## src/rtl/fp_div_seq.sv

```systemverilog
// Sequential FP16 divider: restoring division, one quotient bit per clock, start/done handshake.
// Optional macro STICKY_RNE_EN selects round-to-nearest-even with a sticky bit; default is round half up.
module fp_div_seq #(
    parameter int QBITS = 13
) (
    input  logic        clk_i,
    input  logic        rst_i,
    input  logic        start_i,
    input  logic [15:0] opA_i,
    input  logic [15:0] opB_i,
    output logic        busy_o,
    output logic        done_o,
    output logic [15:0] DIV_o
);

    typedef enum logic [2:0] {S_IDLE, S_PREP, S_DIV, S_NORM, S_RND, S_DONE} state_t;

    state_t             r_state, w_next;
    logic [15:0]        r_a, r_b, r_div;
    logic               r_sign;
    logic signed [7:0]  r_e;
    logic [10:0]        r_mB;
    logic [11:0]        r_rem;
    logic [QBITS-1:0]   r_q;
    logic [3:0]         r_cnt;
    logic [9:0]         r_mant;
    logic               r_rbit, r_zero, r_ovf;
    logic [4:0]         r_efld;
`ifdef STICKY_RNE_EN
    logic               r_sticky;
`endif

    function automatic logic [3:0] f_lzc(input logic [10:0] m);
        logic [3:0] n;
        n = 4'd0;
        for (int i = 0; i < 11; i++)
            if (m[i]) n = 4'(10 - i);
        return n;
    endfunction

    // Operand unpacking and exponent setup, evaluated while in PREP
    logic [4:0]        w_expA, w_expB;
    logic [10:0]       w_mA_raw, w_mB_raw, w_mA, w_mB;
    logic [3:0]        w_lzA, w_lzB;
    logic signed [7:0] w_effA, w_effB, w_e;
    logic              w_inf, w_special;
    logic [15:0]       w_spec_res;

    always_comb begin
        w_expA     = r_a[14:10];
        w_expB     = r_b[14:10];
        w_mA_raw   = {|w_expA, r_a[9:0]};
        w_mB_raw   = {|w_expB, r_b[9:0]};
        w_lzA      = f_lzc(w_mA_raw);
        w_lzB      = f_lzc(w_mB_raw);
        w_mA       = w_mA_raw << w_lzA;
        w_mB       = w_mB_raw << w_lzB;
        w_effA     = (|w_expA) ? signed'({3'b0, w_expA}) : 8'sd1 - signed'({4'b0, w_lzA});
        w_effB     = (|w_expB) ? signed'({3'b0, w_expB}) : 8'sd1 - signed'({4'b0, w_lzB});
        w_e        = w_effA - w_effB + 8'sd15;
        w_inf      = (&w_expA) | (&w_expB) | (r_b[14:0] == 15'd0);
        w_special  = w_inf | (r_a[14:0] == 15'd0);
        w_spec_res = w_inf ? 16'h7C00 : {r_a[15] ^ r_b[15], 15'b0};
    end

    // One restoring step
    logic        w_ge;
    logic [11:0] w_diff;

    always_comb begin
        w_ge   = r_rem >= {1'b0, r_mB};
        w_diff = w_ge ? r_rem - {1'b0, r_mB} : r_rem;
    end

    // Normalisation, including the denormal right shift
    logic signed [7:0] w_e1, w_sh;
    logic [9:0]        w_m0, w_mant;
    logic              w_rb0, w_rbit, w_zero, w_ovf;
    logic [4:0]        w_efld;
    logic [11:0]       w_v, w_vs;
`ifdef STICKY_RNE_EN
    logic              w_lost;
`endif

    always_comb begin
        w_e1   = r_q[12] ? r_e : r_e - 8'sd1;
        w_m0   = r_q[12] ? r_q[11:2] : r_q[10:1];
        w_rb0  = r_q[12] ? r_q[1] : r_q[0];
        w_v    = {1'b1, w_m0, w_rb0};
        w_sh   = 8'sd1 - w_e1;
        w_vs   = '0;
        w_mant = w_m0;
        w_rbit = w_rb0;
        w_efld = w_e1[4:0];
        w_zero = 1'b0;
        w_ovf  = 1'b0;
`ifdef STICKY_RNE_EN
        w_lost = (r_q[12] & r_q[0]) | (r_rem != 12'd0);
`endif
        if (w_e1 >= 8'sd31) begin
            w_ovf = 1'b1;
        end else if (w_e1 <= 8'sd0) begin
            w_efld = 5'd0;
            if (w_sh > 8'sd11) begin
                w_zero = 1'b1;
            end else begin
                w_vs   = w_v >> w_sh[3:0];
                w_mant = w_vs[10:1];
                w_rbit = w_vs[0];
`ifdef STICKY_RNE_EN
                // Any bit dropped by the shift below the new round bit
                w_lost = w_lost | (|(w_v ^ (w_vs << w_sh[3:0])));
`endif
            end
        end
    end

    // Rounding; the 15-bit add lets mantissa carry ripple into the exponent field
    logic        w_inc;
    logic [14:0] w_sum;
    logic [15:0] w_rnd_res;

    always_comb begin
`ifdef STICKY_RNE_EN
        w_inc = r_rbit & (r_sticky | r_mant[0]);
`else
        w_inc = r_rbit;
`endif
        w_sum = {r_efld, r_mant} + 15'(w_inc);
        if (r_ovf)
            w_rnd_res = {r_sign, 5'h1F, 10'h0};
        else if (r_zero)
            w_rnd_res = {r_sign, 15'b0};
        else if (w_sum[14:10] == 5'h1F)
            w_rnd_res = {r_sign, 5'h1F, 10'h0};
        else
            w_rnd_res = {r_sign, w_sum};
    end

    always_comb begin
        w_next = r_state;
        case (r_state)
            S_IDLE: if (start_i) w_next = S_PREP;
            S_PREP: w_next = w_special ? S_DONE : S_DIV;
            S_DIV:  if (r_cnt == 4'(QBITS - 1)) w_next = S_NORM;
            S_NORM: w_next = S_RND;
            S_RND:  w_next = S_DONE;
            S_DONE: w_next = S_IDLE;
            default: w_next = S_IDLE;
        endcase
    end

    always_ff @(posedge clk_i) begin
        if (rst_i) r_state <= S_IDLE;
        else       r_state <= w_next;
    end

    always_ff @(posedge clk_i) begin
        if (rst_i)
            r_div <= 16'h0000;
        else if (r_state == S_PREP && w_special)
            r_div <= w_spec_res;
        else if (r_state == S_RND)
            r_div <= w_rnd_res;
    end

    always_ff @(posedge clk_i) begin
        case (r_state)
            S_IDLE: if (start_i) begin
                r_a <= opA_i;
                r_b <= opB_i;
            end
            S_PREP: begin
                r_sign <= r_a[15] ^ r_b[15];
                r_e    <= w_e;
                r_mB   <= w_mB;
                r_rem  <= {1'b0, w_mA};
                r_q    <= '0;
                r_cnt  <= 4'd0;
            end
            S_DIV: begin
                r_rem <= w_diff << 1;
                r_q   <= {r_q[QBITS-2:0], w_ge};
                r_cnt <= r_cnt + 4'd1;
            end
            S_NORM: begin
                r_mant <= w_mant;
                r_rbit <= w_rbit;
                r_efld <= w_efld;
                r_zero <= w_zero;
                r_ovf  <= w_ovf;
`ifdef STICKY_RNE_EN
                r_sticky <= w_lost;
`endif
            end
            default: ;
        endcase
    end

    assign busy_o = (r_state == S_PREP) || (r_state == S_DIV) ||
                    (r_state == S_NORM) || (r_state == S_RND);
    assign done_o = (r_state == S_DONE);
    assign DIV_o  = r_div;

endmodule
```

## config.mk

```make
export PLATFORM = sky130hd
export DESIGN_NAME = fp_div_seq
export DESIGN_NICKNAME = d
export VERILOG_FILES = /design/src/rtl/fp_div_seq.sv
export SDC_FILE = /design/constraint.sdc
export NUM_CORES = 1
export LEC_CHECK = 0
export CORE_AREA = 2 2 163 197
export DETAILED_ROUTE_END_ITERATION = 8
export DIE_AREA = 0 0 165 199
export PLACE_DENSITY_LB_ADDON = 0.3
export SYNTH_ARGS = -nofsm -noshare
export SYNTH_HDL_FRONTEND = slang
export SYNTH_SLANG_ARGS = --single-unit
```

## constraint.sdc

```tcl
create_clock -name clk_i -period 5.6 [get_ports clk_i]
set_input_delay 0.56 -clock clk_i [delete_from_list [all_inputs] [get_ports clk_i]]
set_output_delay 0.56 -clock clk_i [all_outputs]
set_load 0.05 [all_outputs]
```

; ---- Word level (Yosys, flattened, before mapping)
; Cells that the tools add are included.
[op_classes]
addsub = 9
n_lt_le_gt_ge = 4
eq_ne = 9
shift = 3
mux = 51
bitwise_logic = 5
n_reduce_logical = 16
[ops]
columns = cell, count
row1 = $mux 4, 22
row2 = $mux 16, 3
row3 = $mux 15, 3
row4 = $mux 10, 4
row5 = $logic_not 15->1, 2
row6 = $pmux 13 s2, 1
row7 = $mux 8, 3
row8 = $pmux 12 s2, 1
row9 = $shl 11x4->11, 2
row10 = $add 15x1->15, 1
row11 = $pmux 3 s5, 1
row12 = $ge 12x11->1, 1
row13 = $shr 12x4->11, 1
row14 = $mux 11, 1
row15 = $sub 11x11->11, 1
row16 = $mux 5, 2
row17 = $reduce_and 5->1, 2
row18 = $reduce_or 5->1, 2
row19 = $sub 1x4->5 const A, 2
row20 = $mux 3, 3
row21 = $add 8x5->8 const B, 1
row22 = $ge 8x6->1 const B, 1
row23 = $gt 8x5->1 const B, 1
row24 = $le 8x1->1 const B, 1
row25 = 21 further kinds, 35
[totals]
register_bits = 118
input_bits = 35
out_inout_bits = 18
wordCells = 112

; ---- Longest topological paths before layout
; Gate-level depths: netlist (run 1).
[depth]
depth_word = 15
ltp_mapped = 17
depth_no_buf = 16

; ---- Worst setup path after synthesis (run 1)
; OpenSTA, ideal clock, no wires.
[synth_path]
kind = reg-to-reg
start = reg r_state[0]
end = reg r_a[0] (enable)
setup_ns = 0.513
arrival_time_ns = 3.918
required_ns = 5.087
path_slack_ns = 1.169
path_stages_with_launch = 3
path_buffers = 1
synth_period_minus_slack_ns = 4.431
path_cell_list = dfxtp_1 clkbuf_1 nor4b_1
[synth_between]
elab_chain_cells = 2
[synth_rtl]
columns = element, line
row1 = start: declaration, 18  ; state_t r_state, w_next;
row2 = start signal: assignment, 155  ; else r_state <= w_next;
row3 = $logic_not 3->1, 168  ; case (r_state)
row4 = $reduce_and 2->1 (no source line), n/a
row5 = end signal: assignment, 170  ; r_a <= opA_i;
row6 = end: declaration, 19  ; logic [15:0] r_a, r_b, r_div;
; Every way passes these cells.
; A chain may end at the register's enable or synchronous reset.

; ---- Final worst setup path (run 1)
[layout_path]
start = reg r_e[0]
end = reg r_rbit (data pin)
[layout_between]
elab_chain_cells = 7
elab_cells_between_ends = 10
cone_classes = add/sub (2) / order compare (3) / shift (1) / mux (4)
[layout_rtl]
columns = element, line
row1 = start: declaration, 21  ; logic signed [7:0] r_e;
row2 = start signal: assignment, 175  ; r_e <= w_e;
row3 = $sub 8x2->8, 86  ; w_e1 = r_q[12] ? r_e : r_e - 8'sd1;
row4 = $mux 8 (*), 86
row5 = $sub 2x8->8, 90  ; w_sh = 8'sd1 - w_e1;
row6 = $gt 8x5->1 or $shr 12x4->11 (tied branches), "104, 107"
row7 = $mux 1, 104  ; if (w_sh > 8'sd11) begin
row8 = $mux 1, 102  ; end else if (w_e1 <= 8'sd0) begin
row9 = $mux 1 (*), 100  ; if (w_e1 >= 8'sd31) begin
row10 = named net w_rbit, 78  ; logic w_rb0, w_rbit, w_zero, w_ovf;
row11 = end signal: assignment, 188  ; r_rbit <= w_rbit;
row12 = end: declaration, 27  ; logic r_rbit, r_zero, r_ovf;
; Mark *: on every way through the listed nets, which the timed path passes. The rest lies on a longest branch.

==> results of run 1 <==
## flip-flops by register name, indices dropped and copies added (netlist names), 8 cells and up
| signal | flops |
|---|---|
| DIV_o | 16 |
| r_a | 16 |
| r_b | 16 |
| r_q | 13 |
| r_rem | 12 |
| r_mB | 11 |
| r_mant | 10 |
| r_e | 8 |
## cell families after synthesis
| family | count (synthesis) | synth area share |
|---|---|---|
| simple gates | 245 | 0.166 |
| fa+ha+maj | 33 | 0.0561 |
| mux | 64 | 0.0918 |
| buf+inv | 78 | 0.0411 |
| compound gates | 172 | 0.158 |
| flops | 118 | 0.439 |
| xor+xnor | 41 | 0.0470 |
## path summary, 6_finish.rpt
check / to / depth (start not counted) / slack, ns / startpoint
setup / recovery: r_rbit / 11 / 1.27 / r_e[0]
hold / removal: DIV_o[15] / 2 / 0.45 / DIV_o[15]
setup reg to reg: r_rbit / 11 / 1.27 / r_e[0]
hold reg to reg: DIV_o[15] / 2 / 0.45 / DIV_o[15]
## cell usage after synthesis (all sizes together) (9+ instances only)
| master | n | area (um2) |
|---|---|---|
| a211oi | 9 | 67.6 |
| and2 | 18 | 113 |
| a21oi | 38 | 190 |
| o2bb2ai | 11 | 96.3 |
| nand3 | 18 | 90.1 |
| ha | 31 | 388 |
| o211ai | 16 | 120 |
| nor3 | 15 | 75.1 |
| buf | 9 | 55.1 |
| xor2 | 22 | 193 |
| nand2 | 52 | 195 |
| dfxtp | 19 | 380 |
| nand2b | 10 | 62.6 |
| edfxtp | 99 | 2970 |
| mux2i | 52 | 521 |
| clkbuf | 26 | 97.6 |
| inv | 43 | 161 |
| nor2 | 69 | 259 |
| o21ai | 30 | 150 |
| xnor2 | 19 | 166 |
## cell type report
class,count,area [um2]
clock buffer,20,437
clock inverter,12,178
fill,3214,21800
inverter,43,161
multi-input combinational,555,3980
sequential,118,3350
tap,401,502
timing repair buffer,61,588
## power by group through the flow
stage	Clock, mW	Combinational [mW]	Sequential, mW
3_5_place_dp	0	1.06	1.27
5_1_grt	1.20	1.20	1.27
6_report	1.14	1.06	1.25
3_3_place_gp	0	1.07	1.27
4_1_cts	1.17	1.07	1.25
2_1_floorplan	0	0.832	1.22
## stage by stage
stage	worst slack, ns	utilization	power (mW)	cells
global placement	1.41	0.277	2.34	1178
floorplan	1.17	-	2.05	751
finish	1.27	0.297	3.46	1210
global route	0.824	0.297	3.67	1210
CTS	1.24	0.297	3.50	1210
detailed placement	1.25	0.277	2.34	1178
## routing by layer
| metal | track usage | share of wire | vias to the layer above |
|---|---|---|---|
| met3 | 0.0221 | 0.037 | 28 |
| met1 | 0.138 | 0.44 | 2696 |
| met4 | 0.0415 | 0.022 | 0 |
| met2 | 0.200 | 0.50 | 106 |
| met5 | 0 | 0 | - |
| li1 | - | - | 2899 |
## critical path, delay by kind of cell, from the launching register on
kind	cells	cell delay (ns)
AOI/OAI and AO/OA	2	1.31
adders and majority gates	2	0.79
xor gates and xnor gates	2	0.53
and+or+nand+nor	2	0.48
muxes	1	0.20
buffers and inverters	2	0.41
DFF	1	0.32
==> summary.md, run 1 <==
| Metric | Value |
|---|---|
| Largest buffer count on any clock path | `2` |
| Period utilisation layout | `0.774` |
| HPWL Detailed | `between 10 and 15 mm` |
| Total track usage | `0.114` |
| Setup Fix Bufs, Post-CTS | `0` |
| Net switching power | `between 1 and 1.5 mW` |
| Ys Warns | `0` |
| Worst Hold Class | `reg -> reg` |
| H-Tree Depth | `4` |
| Largest net degree at the start of global routing | `33` |
| Number of synthesized flops with an enable pin | `just under 100` |
| Layout cells sized above 1 | `0.0742` |
| Routed WL | `about 18 mm` |
| Worst Path Required | `between 5 and 6 ns` |
| Clk Latency, worst-skew pair | `0.42 ns` |
| Max Clock Skew | `a little under 0.01 ns` |
| Antenna viol nets, final | `0` |
| CP most frequent cell | `ha_1` |
| FP Rows | `~70` |
| Crit path DAT | `roughly 4.5 ns` |
| Post-DR vias/cell | `between 4 and 5` |
| Global route total overflow | `0` |
| Die W | `around 170 um` |
| IO Port Bufs | `between 50 and 60` |
| Synth-to-Final Area Change | `20.5%` |
| Unrepaired setup endpoints after global routing | `false` |
| CP endpoint kind | `flop` |
| Placed Area | `0.00858 mm2` |
| Root Driver | `clkbuf_16` |
| Mapped Nets | `just over 800` |
| Initial antenna violation count | `0` |
| CTS sink cnt | `approximately 120` |
| Final setup violating endpoints | `0` |
| Vias in the first global route | `roughly 5.7k` |
| Max-Cap Viols | `0` |
| Crit Path Category | `reg -> reg` |
| Nets | `roughly 860` |
| Sequential power share | `0.362` |
| Die area | `0.0328 mm2` |
| IO Pins | `53` |
| Sw Share | `0.332` |
| Maximum VDD drop | `0.125 mV` |
| Drt drc | `0` |
| Critical Path Slowest Stage Cell | `a2111oi_4` |
| Leak | `3.36 nW` |
| Most frequent cells in the layout | `99 x edfxtp_1, 69 x nor2_1, 52 x nand2_1, 52 x mux2i_1, 52 x clkdlybuf4s50_1` |
| DR vias | `5729` |
| First-pass GRT wire length | `about 30 mm` |
| PostCTS Resize Cnt | `0` |
| Routed len/inst | `14.9 um` |
| Core Box Area | `roughly 0.031 mm2` |
| Hold Vio Cnt, Final | `0` |
| Setup Total Neg Slack | `0 ns` |
| CTS tree | `built` |
| N_diodes | `0` |
| Clock buffer count from CTS | `17` |
| Combinational Power Share | `0.307` |
| Chip Height | `199 um` |
| Fin. max-slew vios | `0` |
| Outcome | `completed` |
| Startpoint class of the critical path | `flop` |
| Maximum fanout along the worst path | `26` |
| Power per standard cell area | `~380 mW/mm2` |
| Initial core utilization | `0.246` |
| Syn avg cell area | `approximately 10 um2` |
| Most common cell after layout, fill and taps aside | `edfxtp_1` |
| Fmax | `~0.23 GHz` |
| TritonRoute pass-1 iters | `5` |
| WHS | `~0.45 ns` |
| Post-synth cell types | `77` |
| Slew margin rel. | `0.306` |
| Fraction of registers with async set/reset | `0` |
| Clock Power Share | `0.331` |
| Crit-path max cell delay | `0.90 ns` |
| Tmin final | `about 4.3 ns` |
| Initial DRC count | `between 300 and 400` |
| Placer congestion estimate | `slightly below 0.9` |
| Synth Cell Area | `~0.0076 mm2` |
| Clock slew at reported path FFs | `0.06 ns` |
| Main flop type after synthesis | `edfxtp_1` |
| Internal power | `2.31 mW` |
| Synth Register Bits | `roughly 120` |
| Seq/Total Area, Yosys | `0.439` |
| Fin area | `around 0.0092 mm2` |
| Post-Synthesis Cells | `751` |
| Critical path cell sequence | `buf_4, inv_1, ha_1, nand2b_1, nand2_1, ha_1, xnor2_1, xor2_1, a221o_1, a2111oi_4, mux2i_1` |
| Slew @ Worst Pin | `~1.0 ns` |
| CTS hold repair buffers | `0` |
Power figures use the tool's default switching activity.
==> run 2: changes to the inputs <==
==> constraint.sdc (replaced) <==
create_clock -name clk_i -period 3.7 [get_ports clk_i]
set_input_delay 0.37 -clock clk_i [delete_from_list [all_inputs] [get_ports clk_i]]
set_output_delay 0.37 -clock clk_i [all_outputs]
set_load 0.05 [all_outputs]
==> summary.md, run 2 (synthesized netlist as in run 1, its figures left out) <==
| Metric | Value |
|---|---|
| HP Start | `DIV_o[15]` |
| Tmin final | `3.53 ns (-0.799 ns)` |
| Startpoint class of the critical path | `flop` |
| HPWL Detailed | `13.4 mm (-1.6%)` |
| IO Port Bufs | `52 (unchanged)` |
| Placer congestion estimate | `0.801 (-9.5%)` |
| Post-layout util | `0.304 (+0.00767)` |
| Slew margin rel. | `0.366 (+0.0600)` |
| CP Launch Point | `r_b[11]` |
| Sw Share | `0.334 (+0.00167)` |
| Most frequent cells in the layout | `99 x edfxtp_1, 67 x nor2_1, 52 x nand2_1, 52 x mux2i_1, 52 x clkdlybuf4s50_1` |
| Clock slew at reported path FFs | `0.06 ns (about the same)` |
| Fin. max-slew vios | `0 (unchanged)` |
| Hold Vio Cnt, Final | `0 (unchanged)` |
| Power per standard cell area | `553 mW/mm2 (+47%)` |
| Max Clock Skew | `0.00764 ns (-0.00199 ns)` |
| Vias in the first global route | `5767 (+1.7%)` |
| N_diodes | `0 (unchanged)` |
| Placed Area | `0.00882 mm2 (+2.8%)` |
| Initial DRC count | `347 (+11%)` |
| Overall Power | `5.22 mW (+51%)` |
| Drt drc | `0 (unchanged)` |
| Sequential power share | `0.359 (-0.003)` |
| Period utilisation layout | `0.955 (+0.181)` |
| Combinational Power Share | `0.328 (+0.021)` |
| Net switching power | `1.74 mW (+51%)` |
| Post-Place Setup Slack | `-0.0394 ns (-1.29 ns)` |
| Most common cell after layout, fill and taps aside | `edfxtp_1` |
| Fmax | `0.283 GHz (+23%)` |
| Internal power | `3.48 mW (+50%)` |
| Layout cells sized above 1 | `0.116 (+0.0417)` |
| CTS hold repair buffers | `0 (unchanged)` |
| Unrepaired setup endpoints after global routing | `true` |
| Crit path DAT | `3.82 ns (-0.64 ns)` |
| Final setup violating endpoints | `0 (unchanged)` |
| Routed len/inst | `14.3 um (-4.1%)` |
| Hold path depth | `2 (unchanged)` |
| Chip Height | `199 um (unchanged)` |
| Die area | `0.0328 mm2 (unchanged)` |
| Leak | `3.50 nW (+4.0%)` |
| CP endpoint kind | `flop` |
| Nets | `892 (+3.2%)` |
| Fin worst setup slack | `0.166 ns (-1.10 ns)` |
| Clock buffer count from CTS | `17 (unchanged)` |
| Core Box Area | `0.0310 mm2 (unchanged)` |
| Worst reg2reg startpoint | `r_b[11]` |
| # fillers | `3170 (-1.4%)` |
| Clock Power Share | `0.313 (-0.018)` |
| CTS sink cnt | `118 (unchanged)` |
| Largest buffer count on any clock path | `2 (unchanged)` |
| Setup Total Neg Slack | `0 ns (unchanged)` |
| TritonRoute pass-1 iters | `4 (-1)` |
| H-Tree Depth | `4 (unchanged)` |
| IO Pins | `53 (unchanged)` |
| Crit Path Category | `reg -> reg` |
| Total track usage | `0.113 (-0.00151)` |
| Register-to-Register Path Depth | `15 (+4)` |
| Clk Latency, worst-skew pair | `0.42 ns (about the same)` |
| Die W | `165 um (unchanged)` |
| Post-DR vias/cell | `4.73 (about the same)` |
| FP Rows | `71 (unchanged)` |
| Synth-to-Final Area Change | `23.6%` |
| Initial core utilization | `0.246 (unchanged)` |
| Largest net degree at the start of global routing | `33 (unchanged)` |
| DR vias | `5858 (+2.3%)` |
| Root Driver | `clkbuf_16` |
| CTS tree | `built` |
| Slew @ Worst Pin | `0.950 ns (-0.0841 ns)` |
| Max-Cap Viols | `0 (unchanged)` |
| Initial antenna violation count | `0 (unchanged)` |
| Routed WL | `17.7 mm (-1.8%)` |
| Maximum VDD drop | `0.238 mV (+91%)` |
| Worst Hold Class | `reg -> reg` |
| Fin area | `0.00943 mm2 (+2.6%)` |
| Worst Path Required | `3.99 ns (-1.73 ns)` |
| Maximum fanout along the worst path | `12 (-54%)` |
| Outcome | `completed` |
| First-pass GRT wire length | `29.2 mm (-0.75%)` |
| Global route total overflow | `0 (unchanged)` |
| Antenna viol nets, final | `0 (unchanged)` |
-- run 2: cell type report --
| type | instances | area [um2] | share of cell area |
|---|---|---|---|
| Multi-Input combinational cell | 555 | 4050 | 0.429 |
| Timing Repair Buffer | 89 | 798 | 0.0846 |
| Tap cell | 401 | 502 | 0.0532 |
| Inverter | 43 | 161 | 0.0171 |
| Sequential cell | 118 | 3350 | 0.355 |
| Clock buffer | 20 | 437 | 0.0463 |
| Clock inverter | 12 | 135 | 0.0143 |
-- run 2: stage by stage --
| stage | hold slack (ns) | std cells |
|---|---|---|
| finish | 0.457 | 1238 |
| global route | 0.476 | 1238 |
| CTS | 0.459 | 1238 |
| detailed placement | 0.449 | 1206 |
| global placement | 0.445 | 1206 |
| floorplan | 0.469 | 751 |
-- run 2: per-layer routing --
layer	GRT usage	up-vias	wire length (um)
li1	-	2951	-
met1	0.136	2765	7840
met2	0.192	107	8920
met3	0.0227	35	525
met4	0.0496	0	461
met5	0	-	0
-- run 2: what timing repair did --
item / in CTS / in global routing
gates cloned: 0 / 0
pin swaps: 0 / 3
buffers inserted: 0 / 0
endpoints found under the setup margin: 1 / 3
resized for setup: 3 / 6
-- run 2: final timing paths --
kind | end | slack, ns
max | r_e[7] | 0.17
min | DIV_o[15] | 0.46
min reg2reg | DIV_o[15] | 0.46
max reg2reg | r_e[7] | 0.17
-- run 2: critical path: stages, from the launching register on --
cell and delay [ns]:
edfxtp_1 0.38, or4_4 0.59, or2_1 0.25, nor2_2 0.12, o21ai_2 0.08, buf_4 0.19, nor2b_1 0.14, ha_1 0.30
ha_1 0.24, fa_2 0.36, a21oi_2 0.14, nor2_1 0.04, nor2_1 0.13, nor2b_1 0.07, a2111oi_2 0.21, a31o_2 0.16
-- run 2: power by group through the flow --
stage / logic [mW] / clock network (mW) / registers [mW]
after global placement: 1.70 / 0 / 1.90
final: 1.71 / 1.64 / 1.87
after floorplan: 1.27 / 0 / 1.84
after global routing: 1.91 / 1.73 / 1.90
after CTS: 1.72 / 1.67 / 1.88
after detailed placement: 1.70 / 0 / 1.90
==> run 3: changes to the inputs <==
--- a/config.mk
+++ b/config.mk
@@ -9,6 +9,7 @@
 export DETAILED_ROUTE_END_ITERATION = 8
 export DIE_AREA = 0 0 165 199
 export PLACE_DENSITY_LB_ADDON = 0.3
+export SLEW_MARGIN = 40
 export SYNTH_ARGS = -nofsm -noshare
 export SYNTH_HDL_FRONTEND = slang
 export SYNTH_SLANG_ARGS = --single-unit
==> summary.md, run 3 (synthesized netlist as in run 1, its figures left out) <==
| Metric | Value |
|---|---|
| Synth-to-Final Area Change | `23.1%` |
| Startpoint class of the critical path | `flop` |
| Hold Vio Cnt, Final | `0 (unchanged)` |
| Period utilisation layout | `0.954 (about the same)` |
| Total track usage | `0.113 (+0.000792)` |
| Post-layout util | `0.303 (-0.00117)` |
| HPWL Detailed | `13.4 mm (+0.14%)` |
| Largest net degree at the start of global routing | `33 (unchanged)` |
| Maximum fanout along the worst path | `12 (unchanged)` |
| Post-DR vias/cell | `4.69 (-0.92%)` |
| Initial core utilization | `0.246 (unchanged)` |
| First-pass GRT wire length | `29.2 mm (+0.14%)` |
| Layout cells sized above 1 | `0.119 (+0.00358)` |
| Overall Power | `5.11 mW (-2.2%)` |
| Routed WL | `17.9 mm (+0.92%)` |
| Fin. max-slew vios | `0 (unchanged)` |
| Clock slew at reported path FFs | `0.05 ns (about the same)` |
| Clock buffer count from CTS | `17 (unchanged)` |
| Max Clock Skew | `0.00723 ns (-0.000406 ns)` |
| Chip Height | `199 um (unchanged)` |
| Routed len/inst | `14.5 um (+0.92%)` |
| Final setup violating endpoints | `0 (unchanged)` |
| Outcome | `completed` |
| Leak | `3.48 nW (-0.45%)` |
| Sequential power share | `0.367 (+0.008)` |
| Tmin final | `3.53 ns (-0.00290 ns)` |
| Crit path DAT | `3.83 ns (about the same)` |
| Vias in the first global route | `5781 (+0.24%)` |
| N_diodes | `0 (unchanged)` |
| Initial antenna violation count | `0 (unchanged)` |
| FP Rows | `71 (unchanged)` |
| Dpl cells | `1206 (unchanged)` |
| CTS hold repair buffers | `0 (unchanged)` |
| Root Driver | `clkbuf_16` |
| Initial DRC count | `325 (-6.3%)` |
| H-Tree Depth | `4 (unchanged)` |
| Worst Hold Class | `reg -> reg` |
| IO Pins | `53 (unchanged)` |
| Largest buffer count on any clock path | `2 (unchanged)` |
| Drt drc | `0 (unchanged)` |
| Fmax | `0.283 GHz (about the same)` |
| Global route total overflow | `0 (unchanged)` |
| CP endpoint kind | `flop` |
| CTS sink cnt | `118 (unchanged)` |
| Die W | `165 um (unchanged)` |
| Power per standard cell area | `544 mW/mm2 (-1.8%)` |
| Slew @ Worst Pin | `0.732 ns (-0.219 ns)` |
| Setup Fix Bufs, Post-CTS | `0 (unchanged)` |
| Post-Place Setup Slack | `-0.0387 ns (+0.000646 ns)` |
| Placer congestion estimate | `0.801 (unchanged)` |
| Unrepaired setup endpoints after global routing | `true` |
| IO Port Bufs | `52 (unchanged)` |
| Max-Cap Viols | `0 (unchanged)` |
| CTS tree | `built` |
| Maximum VDD drop | `0.255 mV (+7.0%)` |
| Antenna viol nets, final | `0 (unchanged)` |
| Clock Power Share | `0.297 (-0.016)` |
| Core Box Area | `0.0310 mm2 (unchanged)` |
| Non-Filler Instances | `1238 (unchanged)` |
| Slew margin rel. | `0.510 (+0.145)` |
| Most frequent cells in the layout | `99 x edfxtp_1, 67 x nor2_1, 52 x nand2_1, 52 x mux2i_1, 52 x clkdlybuf4s50_1` |
| Most common cell after layout, fill and taps aside | `edfxtp_1` |
| Net switching power | `1.77 mW (+1.4%)` |
| Clk Latency, worst-skew pair | `0.43 ns (about the same)` |
| Die area | `0.0328 mm2 (unchanged)` |
| DR vias | `5804 (-0.92%)` |
| Sw Share | `0.346 (+0.0122)` |
| TritonRoute pass-1 iters | `4 (unchanged)` |
| Internal power | `3.34 mW (-3.9%)` |
| Crit Path Category | `reg -> reg` |
| Worst Path Required | `4.00 ns (about the same)` |
| Combinational Power Share | `0.336 (+0.008)` |
| Nets | `892 (unchanged)` |
| Fin worst setup slack | `0.168 ns (+0.00290 ns)` |
| Setup Total Neg Slack | `0 ns (unchanged)` |
-- run 3: critical path, stage by stage (launching register included) --
cell and delay, ns:
edfxtp_1 0.38, or4_4 0.58, or2_1 0.25, nor2_2 0.12, o21ai_2 0.08, buf_4 0.19, nor2b_1 0.14, ha_1 0.30
ha_1 0.24, fa_2 0.36, a21oi_2 0.14, nor2_1 0.04, nor2_1 0.13, nor2b_1 0.08, a2111oi_2 0.21, a31o_2 0.16
-- run 3: metrics by stage --
step                      cell area [um2]  hold WS (ns)
after global placement               8820         0.445
after detailed placement             8820         0.451
after global routing                 9400         0.476
final                                9400         0.460
after CTS                            9360         0.461
after floorplan                      7670         0.469
-- run 3: worst paths after layout --
check / from / to / slack [ns] / cells past startpoint
min: DIV_o[5] / DIV_o[5] / 0.46 / 1
max: r_b[11] / r_e[7] / 0.17 / 15
min reg2reg: DIV_o[5] / DIV_o[5] / 0.46 / 1
max reg2reg: r_b[11] / r_e[7] / 0.17 / 15
-- run 3: cell type report --
type                            instances  area [um2]
Fill cell                            3198       21600
Multi-Input combinational cell        555        4060
Timing Repair Buffer                   89         798
Clock inverter                         12        87.6
Clock buffer                           20         437
Inverter                               43         161
Sequential cell                       118        3350
Tap cell                              401         502
-- run 3: metal layers --
| layer | up-vias | track usage | share of wire |
|---|---|---|---|
| li1 | 2951 | - | - |
| met4 | 0 | 0.0441 | 0.021 |
| met1 | 2733 | 0.136 | 0.44 |
| met3 | 30 | 0.0246 | 0.029 |
| met2 | 90 | 0.196 | 0.51 |
| met5 | - | 0 | 0 |
-- run 3: power by group through the flow --
| stage | combinational (mW) | sequential, mW | clock (mW) |
|---|---|---|---|
| 6_report | 1.72 | 1.87 | 1.52 |
| 5_1_grt | 1.91 | 1.90 | 1.61 |
| 4_1_cts | 1.71 | 1.87 | 1.55 |
| 3_5_place_dp | 1.70 | 1.90 | 0 |
| 3_3_place_gp | 1.70 | 1.90 | 0 |
| 2_1_floorplan | 1.27 | 1.84 | 0 |
-- run 3: timing repair --
item	4_1_cts	5_1_grt
gates resized for setup	3	6
pin swaps	0	3
endpoints found under the setup margin	1	3
gates cloned	0	0
